File: config.mk
export PLATFORM = sky130hd
export DESIGN_NAME = pid_sched
export DESIGN_NICKNAME = d
export VERILOG_FILES = /design/src/rtl/pid_pkg.sv /design/src/rtl/pid_gain_bank.sv /design/src/rtl/pid_sched.sv
export SDC_FILE = /design/constraint.sdc
export NUM_CORES = 1
export LEC_CHECK = 0
export ABC_AREA = 1
export CORE_MARGIN = 3
export CORE_UTILIZATION = 55
export CTS_CLUSTER_DIAMETER = 50
export DETAILED_ROUTE_END_ITERATION = 8
export PLACE_DENSITY = 0.8
export SLEW_MARGIN = 10
export SYNTH_ARGS = -nofsm -noshare
export SYNTH_HDL_FRONTEND = slang
export SYNTH_HIERARCHICAL = 1
export SYNTH_SLANG_ARGS = --single-unit
File: constraint.sdc
create_clock -name clk -period 2.3 [get_ports clk]
set_clock_uncertainty 0.2 [all_clocks]
set_input_delay 0.46 -clock clk [delete_from_list [all_inputs] [get_ports clk]]
set_output_delay 0.46 -clock clk [all_outputs]
set_load 0.02 [all_outputs]
File: src/rtl/pid_pkg.sv
// Shared widths, FSM state encoding and config field codes for the
// time-multiplexed PID scheduler.
package pid_pkg;

    localparam int POS_W = 13;
    localparam int DEN_W = 8;
    localparam int CNT_W = 4;

    typedef enum logic [2:0] {
        IDLE  = 3'd0,
        LOAD  = 3'd1,
        WAIT  = 3'd2,
        STORE = 3'd3,
        SKIP  = 3'd4
    } state_e;

    localparam logic [2:0] SEL_KP_N = 3'd0;
    localparam logic [2:0] SEL_KP_D = 3'd1;
    localparam logic [2:0] SEL_KI_N = 3'd2;
    localparam logic [2:0] SEL_KI_D = 3'd3;
    localparam logic [2:0] SEL_KD_N = 3'd4;
    localparam logic [2:0] SEL_KD_D = 3'd5;
    localparam logic [2:0] SEL_CLR  = 3'd6;

endpackage

File: src/rtl/pid_gain_bank.sv
// Per-channel PID gain registers with host write decode and a read mux
// indexed by the channel currently being serviced.
module pid_gain_bank
    import pid_pkg::*;
#(
    parameter int NCH  = 4,
    parameter int CH_W = 2
) (
    input  logic             clk,
    input  logic             rst_n,
    input  logic             cfg_we,
    input  logic [2:0]       cfg_ch,
    input  logic [2:0]       cfg_sel,
    input  logic [POS_W-1:0] cfg_data,
    input  logic [CH_W-1:0]  rd_ch,
    output logic [POS_W-1:0] kp_n,
    output logic [DEN_W-1:0] kp_d,
    output logic [POS_W-1:0] ki_n,
    output logic [DEN_W-1:0] ki_d,
    output logic [POS_W-1:0] kd_n,
    output logic [DEN_W-1:0] kd_d
);

    logic [POS_W-1:0] kp_n_q [NCH];
    logic [POS_W-1:0] kp_n_d [NCH];
    logic [DEN_W-1:0] kp_d_q [NCH];
    logic [DEN_W-1:0] kp_d_d [NCH];
    logic [POS_W-1:0] ki_n_q [NCH];
    logic [POS_W-1:0] ki_n_d [NCH];
    logic [DEN_W-1:0] ki_d_q [NCH];
    logic [DEN_W-1:0] ki_d_d [NCH];
    logic [POS_W-1:0] kd_n_q [NCH];
    logic [POS_W-1:0] kd_n_d [NCH];
    logic [DEN_W-1:0] kd_d_q [NCH];
    logic [DEN_W-1:0] kd_d_d [NCH];

    logic            wr_ok_s;
    logic [CH_W-1:0] wr_ch_s;

    // Decode a host write: out-of-range channels and non-gain selects are dropped.
    always_comb begin
        wr_ok_s = cfg_we && ({29'd0, cfg_ch} < 32'(NCH));
        wr_ch_s = cfg_ch[CH_W-1:0];
        kp_n_d  = kp_n_q;
        kp_d_d  = kp_d_q;
        ki_n_d  = ki_n_q;
        ki_d_d  = ki_d_q;
        kd_n_d  = kd_n_q;
        kd_d_d  = kd_d_q;
        if (wr_ok_s) begin
            case (cfg_sel)
                SEL_KP_N: kp_n_d[wr_ch_s] = cfg_data;
                SEL_KP_D: kp_d_d[wr_ch_s] = cfg_data[DEN_W-1:0];
                SEL_KI_N: ki_n_d[wr_ch_s] = cfg_data;
                SEL_KI_D: ki_d_d[wr_ch_s] = cfg_data[DEN_W-1:0];
                SEL_KD_N: kd_n_d[wr_ch_s] = cfg_data;
                SEL_KD_D: kd_d_d[wr_ch_s] = cfg_data[DEN_W-1:0];
                default:  kp_n_d = kp_n_q;
            endcase
        end else begin
            kp_n_d = kp_n_q;
        end
    end

    // Gain register bank; cleared by reset only.
    always_ff @(posedge clk or negedge rst_n) begin
        if (!rst_n) begin
            for (int i = 0; i < NCH; i++) begin
                kp_n_q[i] <= '0;
                kp_d_q[i] <= '0;
                ki_n_q[i] <= '0;
                ki_d_q[i] <= '0;
                kd_n_q[i] <= '0;
                kd_d_q[i] <= '0;
            end
        end else begin
            kp_n_q <= kp_n_d;
            kp_d_q <= kp_d_d;
            ki_n_q <= ki_n_d;
            ki_d_q <= ki_d_d;
            kd_n_q <= kd_n_d;
            kd_d_q <= kd_d_d;
        end
    end

    assign kp_n = kp_n_q[rd_ch];
    assign kp_d = kp_d_q[rd_ch];
    assign ki_n = ki_n_q[rd_ch];
    assign ki_d = ki_d_q[rd_ch];
    assign kd_n = kd_n_q[rd_ch];
    assign kd_d = kd_d_q[rd_ch];

endmodule

File: src/rtl/pid_sched.sv
// Sweeps one shared PID datapath across NCH motor channels per sample tick,
// holding per-channel history and output registers.
module pid_sched
    import pid_pkg::*;
#(
    parameter int NCH     = 4,
    parameter int PID_LAT = 3
) (
    input  logic                 clk,
    input  logic                 rst_n,
    input  logic                 tick,
    input  logic [NCH-1:0]       enable,
    input  logic [POS_W*NCH-1:0] pos_d_flat,
    input  logic [POS_W*NCH-1:0] pos_flat,
    input  logic                 cfg_we,
    input  logic [2:0]           cfg_ch,
    input  logic [2:0]           cfg_sel,
    input  logic [POS_W-1:0]     cfg_data,
    output logic [POS_W-1:0]     pid_pos_d,
    output logic [POS_W-1:0]     pid_pos,
    output logic [POS_W-1:0]     pid_err_prev,
    output logic [POS_W-1:0]     pid_int_err_prev,
    output logic [POS_W-1:0]     pid_Kp_n,
    output logic [POS_W-1:0]     pid_Ki_n,
    output logic [POS_W-1:0]     pid_Kd_n,
    output logic [DEN_W-1:0]     pid_Kp_d,
    output logic [DEN_W-1:0]     pid_Ki_d,
    output logic [DEN_W-1:0]     pid_Kd_d,
    input  logic [POS_W-1:0]     pid_pwm,
    input  logic [POS_W-1:0]     pid_err,
    input  logic [POS_W-1:0]     pid_int_err,
    input  logic                 pid_dir,
    output logic [POS_W*NCH-1:0] pwm_flat,
    output logic [NCH-1:0]       dir,
    output logic                 busy,
    output logic                 done,
    output logic                 overrun
);

    localparam int CH_W = (NCH > 2) ? $clog2(NCH) : 1;
    localparam logic [CH_W-1:0] CH_LAST = CH_W'(NCH - 1);

    state_e            state_q, state_d;
    logic [CH_W-1:0]   ch_q, ch_d, ch_nxt_s, clr_idx_s;
    logic [CNT_W-1:0]  cnt_q, cnt_d;
    logic              done_q, done_d, busy_q, busy_d;
    logic              clr_pend_q, clr_pend_d, clr_hit_s, advance_s;
    logic [POS_W-1:0]  pwm_q [NCH];
    logic [POS_W-1:0]  pwm_d [NCH];
    logic [POS_W-1:0]  err_prev_q [NCH];
    logic [POS_W-1:0]  err_prev_d [NCH];
    logic [POS_W-1:0]  int_prev_q [NCH];
    logic [POS_W-1:0]  int_prev_d [NCH];
    logic [NCH-1:0]    dir_q, dir_d;
    logic [POS_W-1:0]  pos_d_q, pos_d_d, pos_q, pos_d2, errp_q, errp_d, intp_q, intp_d;
    logic [POS_W-1:0]  kpn_q, kpn_d, kin_q, kin_d, kdn_q, kdn_d;
    logic [DEN_W-1:0]  kpd_q, kpd_d, kid_q, kid_d, kdd_q, kdd_d;
    logic [POS_W-1:0]  g_kpn_s, g_kin_s, g_kdn_s;
    logic [DEN_W-1:0]  g_kpd_s, g_kid_s, g_kdd_s;

    pid_gain_bank #(.NCH(NCH), .CH_W(CH_W)) u_gains (
        .clk      (clk),
        .rst_n    (rst_n),
        .cfg_we   (cfg_we),
        .cfg_ch   (cfg_ch),
        .cfg_sel  (cfg_sel),
        .cfg_data (cfg_data),
        .rd_ch    (ch_q),
        .kp_n     (g_kpn_s),
        .kp_d     (g_kpd_s),
        .ki_n     (g_kin_s),
        .ki_d     (g_kid_s),
        .kd_n     (g_kdn_s),
        .kd_d     (g_kdd_s)
    );

    // Sweep FSM: channel walk, datapath operand load, result capture and history clear.
    always_comb begin
        state_d    = state_q;
        ch_d       = ch_q;
        cnt_d      = cnt_q;
        done_d     = 1'b0;
        clr_pend_d = clr_pend_q;
        pwm_d      = pwm_q;
        dir_d      = dir_q;
        err_prev_d = err_prev_q;
        int_prev_d = int_prev_q;
        pos_d_d    = pos_d_q;
        pos_d2     = pos_q;
        errp_d     = errp_q;
        intp_d     = intp_q;
        kpn_d      = kpn_q;
        kin_d      = kin_q;
        kdn_d      = kdn_q;
        kpd_d      = kpd_q;
        kid_d      = kid_q;
        kdd_d      = kdd_q;
        advance_s  = 1'b0;
        ch_nxt_s   = ch_q + CH_W'(1);
        clr_idx_s  = cfg_ch[CH_W-1:0];
        clr_hit_s  = cfg_we && (cfg_sel == SEL_CLR) && ({29'd0, cfg_ch} < 32'(NCH));

        case (state_q)
            IDLE: begin
                if (tick) begin
                    ch_d    = '0;
                    state_d = enable[0] ? LOAD : SKIP;
                end else begin
                    state_d = IDLE;
                end
            end
            LOAD: begin
                pos_d_d    = pos_d_flat[POS_W*int'(ch_q) +: POS_W];
                pos_d2     = pos_flat[POS_W*int'(ch_q) +: POS_W];
                errp_d     = err_prev_q[ch_q];
                intp_d     = int_prev_q[ch_q];
                kpn_d      = g_kpn_s;
                kin_d      = g_kin_s;
                kdn_d      = g_kdn_s;
                kpd_d      = g_kpd_s;
                kid_d      = g_kid_s;
                kdd_d      = g_kdd_s;
                cnt_d      = CNT_W'(PID_LAT);
                clr_pend_d = 1'b0;
                state_d    = WAIT;
            end
            WAIT: begin
                if (cnt_q <= CNT_W'(1)) begin
                    state_d = STORE;
                end else begin
                    cnt_d = cnt_q - CNT_W'(1);
                end
            end
            STORE: begin
                pwm_d[ch_q] = pid_pwm;
                dir_d[ch_q] = pid_dir;
                if (clr_pend_q) begin
                    err_prev_d[ch_q] = '0;
                    int_prev_d[ch_q] = '0;
                end else begin
                    err_prev_d[ch_q] = pid_err;
                    int_prev_d[ch_q] = pid_int_err;
                end
                advance_s = 1'b1;
            end
            SKIP: begin
                pwm_d[ch_q]      = '0;
                dir_d[ch_q]      = 1'b0;
                err_prev_d[ch_q] = '0;
                int_prev_d[ch_q] = '0;
                advance_s        = 1'b1;
            end
            default: state_d = IDLE;
        endcase

        if (advance_s) begin
            if (ch_q == CH_LAST) begin
                done_d  = 1'b1;
                ch_d    = '0;
                state_d = IDLE;
            end else begin
                ch_d    = ch_nxt_s;
                state_d = enable[ch_nxt_s] ? LOAD : SKIP;
            end
        end else begin
            done_d = 1'b0;
        end

        // A clear aimed at the channel in flight also poisons its pending STORE.
        if (clr_hit_s) begin
            err_prev_d[clr_idx_s] = '0;
            int_prev_d[clr_idx_s] = '0;
            if ((clr_idx_s == ch_q) && ((state_q == LOAD) || (state_q == WAIT))) begin
                clr_pend_d = 1'b1;
            end else begin
                clr_pend_d = clr_pend_d;
            end
        end else begin
            clr_pend_d = clr_pend_d;
        end

        busy_d = (state_d != IDLE);
    end

    // State, history and operand registers; reset aborts any sweep in flight.
    always_ff @(posedge clk or negedge rst_n) begin
        if (!rst_n) begin
            state_q    <= IDLE;
            ch_q       <= '0;
            cnt_q      <= '0;
            done_q     <= 1'b0;
            busy_q     <= 1'b0;
            clr_pend_q <= 1'b0;
            dir_q      <= '0;
            for (int i = 0; i < NCH; i++) begin
                pwm_q[i]      <= '0;
                err_prev_q[i] <= '0;
                int_prev_q[i] <= '0;
            end
            pos_d_q <= '0;
            pos_q   <= '0;
            errp_q  <= '0;
            intp_q  <= '0;
            kpn_q   <= '0;
            kin_q   <= '0;
            kdn_q   <= '0;
            kpd_q   <= '0;
            kid_q   <= '0;
            kdd_q   <= '0;
        end else begin
            state_q    <= state_d;
            ch_q       <= ch_d;
            cnt_q      <= cnt_d;
            done_q     <= done_d;
            busy_q     <= busy_d;
            clr_pend_q <= clr_pend_d;
            dir_q      <= dir_d;
            pwm_q      <= pwm_d;
            err_prev_q <= err_prev_d;
            int_prev_q <= int_prev_d;
            pos_d_q    <= pos_d_d;
            pos_q      <= pos_d2;
            errp_q     <= errp_d;
            intp_q     <= intp_d;
            kpn_q      <= kpn_d;
            kin_q      <= kin_d;
            kdn_q      <= kdn_d;
            kpd_q      <= kpd_d;
            kid_q      <= kid_d;
            kdd_q      <= kdd_d;
        end
    end

    for (genvar g = 0; g < NCH; g++) begin : g_pwm
        assign pwm_flat[POS_W*g +: POS_W] = pwm_q[g];
    end

    assign dir              = dir_q;
    assign busy             = busy_q;
    assign done             = done_q;
    assign overrun          = tick && (state_q != IDLE);
    assign pid_pos_d        = pos_d_q;
    assign pid_pos          = pos_q;
    assign pid_err_prev     = errp_q;
    assign pid_int_err_prev = intp_q;
    assign pid_Kp_n         = kpn_q;
    assign pid_Ki_n         = kin_q;
    assign pid_Kd_n         = kdn_q;
    assign pid_Kp_d         = kpd_q;
    assign pid_Ki_d         = kid_q;
    assign pid_Kd_d         = kdd_q;

endmodule

==> flow_metrics.py <==
metrics = {
    "clock_tree": {
        "cts_max_level": 2,
        "cts_tree": "built",
        "path_clk_slew_ns": 0.06,
        "cts_setup_buffers": 0,
        "clkSinkCount": 539,
        "cts_made_buffers": 57,
        "worstSkewPairLatency_ns": 0.62,
        "cts.path.max_buffers": 3,
        "root_buffer": "clkbuf_16",
    },
    "power_and_ir_drop": {
        "leakagePower_nw": 15.66,
        "vdd_ir_drop_max_mv": 0.8802,
        "total_power_mw": 37.26,
        "cellPowerDensity_nw_per_um2": 1178,
    },
    "worst_setup_path": {
        "timing_worst_setup_path_type": "reg -> out",
        "critPathArrivalTime_ns": 1.61,
        "path_cells": "clkdlybuf4s50_1",
        "critical_path.max_fanout": 2,
        "slowest_stage": "clkdlybuf4s50_1",
        "crit_family": "buffers and inverters",
        "critPathBufInv": 1,
        "start_kind": "flop",
        "end_kind": "output port",
        "required_ns": 1.64,
        "max_stage_delay_ns": 0.66,
    },
    "finish": {
        "utilization_pct": 71.09,
        "syn2layout_area_growth_pct": 26.92,
        "fill_cells": 3434,
        "nets": 3614,
        "drive_gt1_share_pct": 7.792,
    },
    "synth": {
        "avgSynthCellArea_sq_um": 7.944,
        "yosysUniqueCellTypes": 24,
        "synth_nets": 3315,
        "yosys_warnings": 6,
        "netlist_area_sq_um": 24930,
        "ys_seq_area_share_pct": 54.11,
        "synthCells": 3138,
        "ys_ff_latch": 539,
    },
    "placed_design": {
        "hpwlAfterDp_um": 50260,
        "pre_cts_slack_ns": -0.1205,
        "io_buffers": 344,
        "gp_congestion": 0.8680,
    },
    "routing": {
        "wl_per_cell_um": 19.79,
        "initialDrtViolationCount": 2671,
        "vias": 24290,
        "wl_um": 80620,
        "avgViaCountPerCell": 5.963,
        "route.detailed.drc": 0,
        "ant_nets": 0,
        "first_pass_iters": 5,
    },
    "sta": {
        "layout_setup_ws_ns": 0.03328,
        "layout_min_cycle_time_ns": 2.267,
        "setup_viol": 0,
        "worstMarginPinSlew_ns": 0.7022,
        "drv_slew": 0,
        "maxSlewHeadroom_pct": 53.19,
        "fin_crit_sh_pct": 98.55,
        "max_freq_ghz": 0.4412,
        "setup-tns-final_ns": 0,
        "hold_viol": 0,
    },
    "global_routing": {
        "track_usage_pct": 33.27,
        "grt_pass1_vias": 23740,
        "grt_max_degree": 106,
        "grt_pass1_wl_um": 127300,
        "grt_overflow": 0,
        "antenna_found_initial": 4,
    },
    "die": {
        "die_area_sq_um": 47920,
        "core_sq_um": 44510,
        "start_util_pct": 56.01,
        "row_count": 77,
        "io_pins": 345,
        "die_w_um": 218.9,
        "die_y_um": 218.9,
    },
    "min_path": {
        "min_path_type": "in -> async",
    },
    "outcome": {
        "status": "completed",
    },
    "run": {
        "cap_viol_max_count": 0,
    },
}
## worst reg2reg max path, delay by kind of cell (launching register included)
family	cells	cell delay (ns)
AOI/OAI and AO/OA	2	0.55
buffers and inverters	2	0.43
DFF	1	0.62
and+or+nand+nor	2	0.19
## synthesized netlist by cell type
library cell,count,area share [%]
nand4_1,170,4.3
ha_1,6,0.30
a21oi_1,106,2.1
clkbuf_1,117,1.8
xnor2_1,2,0.070
nor3_2,4,0.16
nand3_1,215,4.3
clkinv_1,4,0.060
nand2_2,1,0.025
o21ai_1,3,0.060
nor4_1,1,0.025
o22ai_1,64,1.6
buf_1,13,0.20
nand3b_1,1,0.030
nand2_1,1006,15
nor2_2,5,0.13
xor2_1,1,0.035
buf_2,128,2.6
a31oi_1,52,1.3
dfrtp_1,539,54
o21ai_0,232,4.7
nor2_1,425,6.4
inv_1,35,0.53
inv_2,8,0.12
## state kept, by name (all words and copies together) (netlist names), 32 cells and up
| name | count |
|---|---|
| err_prev_q | 52 |
| u_gains/kp_n_q | 52 |
| u_gains/kd_d_q | 32 |
| u_gains/kp_d_q | 32 |
| pwm_flat | 52 |
| u_gains/kd_n_q | 52 |
| u_gains/ki_n_q | 52 |
| u_gains/ki_d_q | 32 |
| int_prev_q | 52 |
## power by group
part | switching (mW) | total [mW] | internal (mW)
combinational | 9.02 | 14.5 | 5.47
clock | 3.82 | 9.19 | 5.36
sequential | 1.48 | 13.6 | 12.1
## routing by layer
| metal | vias up | global-route usage, % | routed length [um] |
|---|---|---|---|
| met3 | 233 | 6.453 | 7573 |
| li1 | 10980 | - | - |
| met1 | 11740 | 41.53 | 30440 |
| met4 | 2 | 16.07 | 3667 |
| met2 | 1344 | 55.88 | 38930 |
| met5 | - | 0 | 12 |
## repair_timing
item / CTS / global route
resized for setup: 27 / 32
setup endpoints to repair: 21 / 32
hold endpoints to repair: 389 / 0
pin swaps: 1 / 0
hold buffers: 1 / 0
## cells by family after synthesis
logic type      count (synthesis)  synth area share, %
compound gates                457                9.757
xor+xnor                        3               0.1054
fa+ha+maj                       6               0.3011
buf+inv                       305                5.235
flops                         539                54.11
simple gates                 1828                30.50
## cell type report
cell class | instances | area, sq um | share of cell area (%)
clock inverter | 17 | 205.2 | 0.6485
inverter | 47 | 178.9 | 0.5655
tap | 592 | 740.7 | 2.341
multi-input combinational | 2294 | 10200 | 32.25
antenna | 4 | 10.01 | 0.03164
timing repair buffer | 498 | 5170 | 16.34
sequential | 539 | 13500 | 42.65
clock buffer | 83 | 1637 | 5.172
## per-stage QoR
| stage | cell area (sq um) | cells | hold slack, ns |
|---|---|---|---|
| after global placement | 29720 | 3969 | 0.1543 |
| after detailed placement | 29720 | 3969 | 0.1600 |
| after CTS | 31550 | 4070 | 0.09039 |
| after floorplan | 24930 | 3138 | -0.03559 |
| final | 31640 | 4074 | 0.1044 |
| after global routing | 31640 | 4073 | 0.1119 |
## final timing paths
kind,start,slack [ns],cells after the start,endpoint
setup / recovery,pwm_flat[38],0.03,1,pwm_flat[38]
hold / removal,rst_n,0.10,2,pid_Kp_n[6]
setup reg to reg,ch_q[1],0.25,6,pid_Kp_d[6]
hold reg to reg,u_gains/kd_d_q[22],0.26,2,u_gains/kd_d_q[22]
max in group asynchronous,rst_n,1.02,3,int_prev_q[36]
min in group clk,u_gains/kd_d_q[22],0.26,2,u_gains/kd_d_q[22]
## cells in the final DEF (no fill, tap or decap), drive strengths merged
cell           Yosys  routed
xnor2              2       2
dlygate4sd2        0      20
o22ai             64      64
nand2           1007    1007
o21ai            235     235
nand3            215     215
dfrtp            539     539
a31oi             52      52
buf              141     155
nor2             430     430
clkinvlp           0       2
inv               43      48
bufinv             0       4
clkbuf           117      83
xor2               1       1
nand3b             1       1
diode              0       4
clkinv             4      10
nor3               4       4
ha                 6       6
dlymetal6s2s       0      32
a21oi            106     106
clkdlybuf4s50      0     290
nor4               1       1
dlygate4sd3        0       1
nand4            170     170
(Power assumes the default switching activity.)
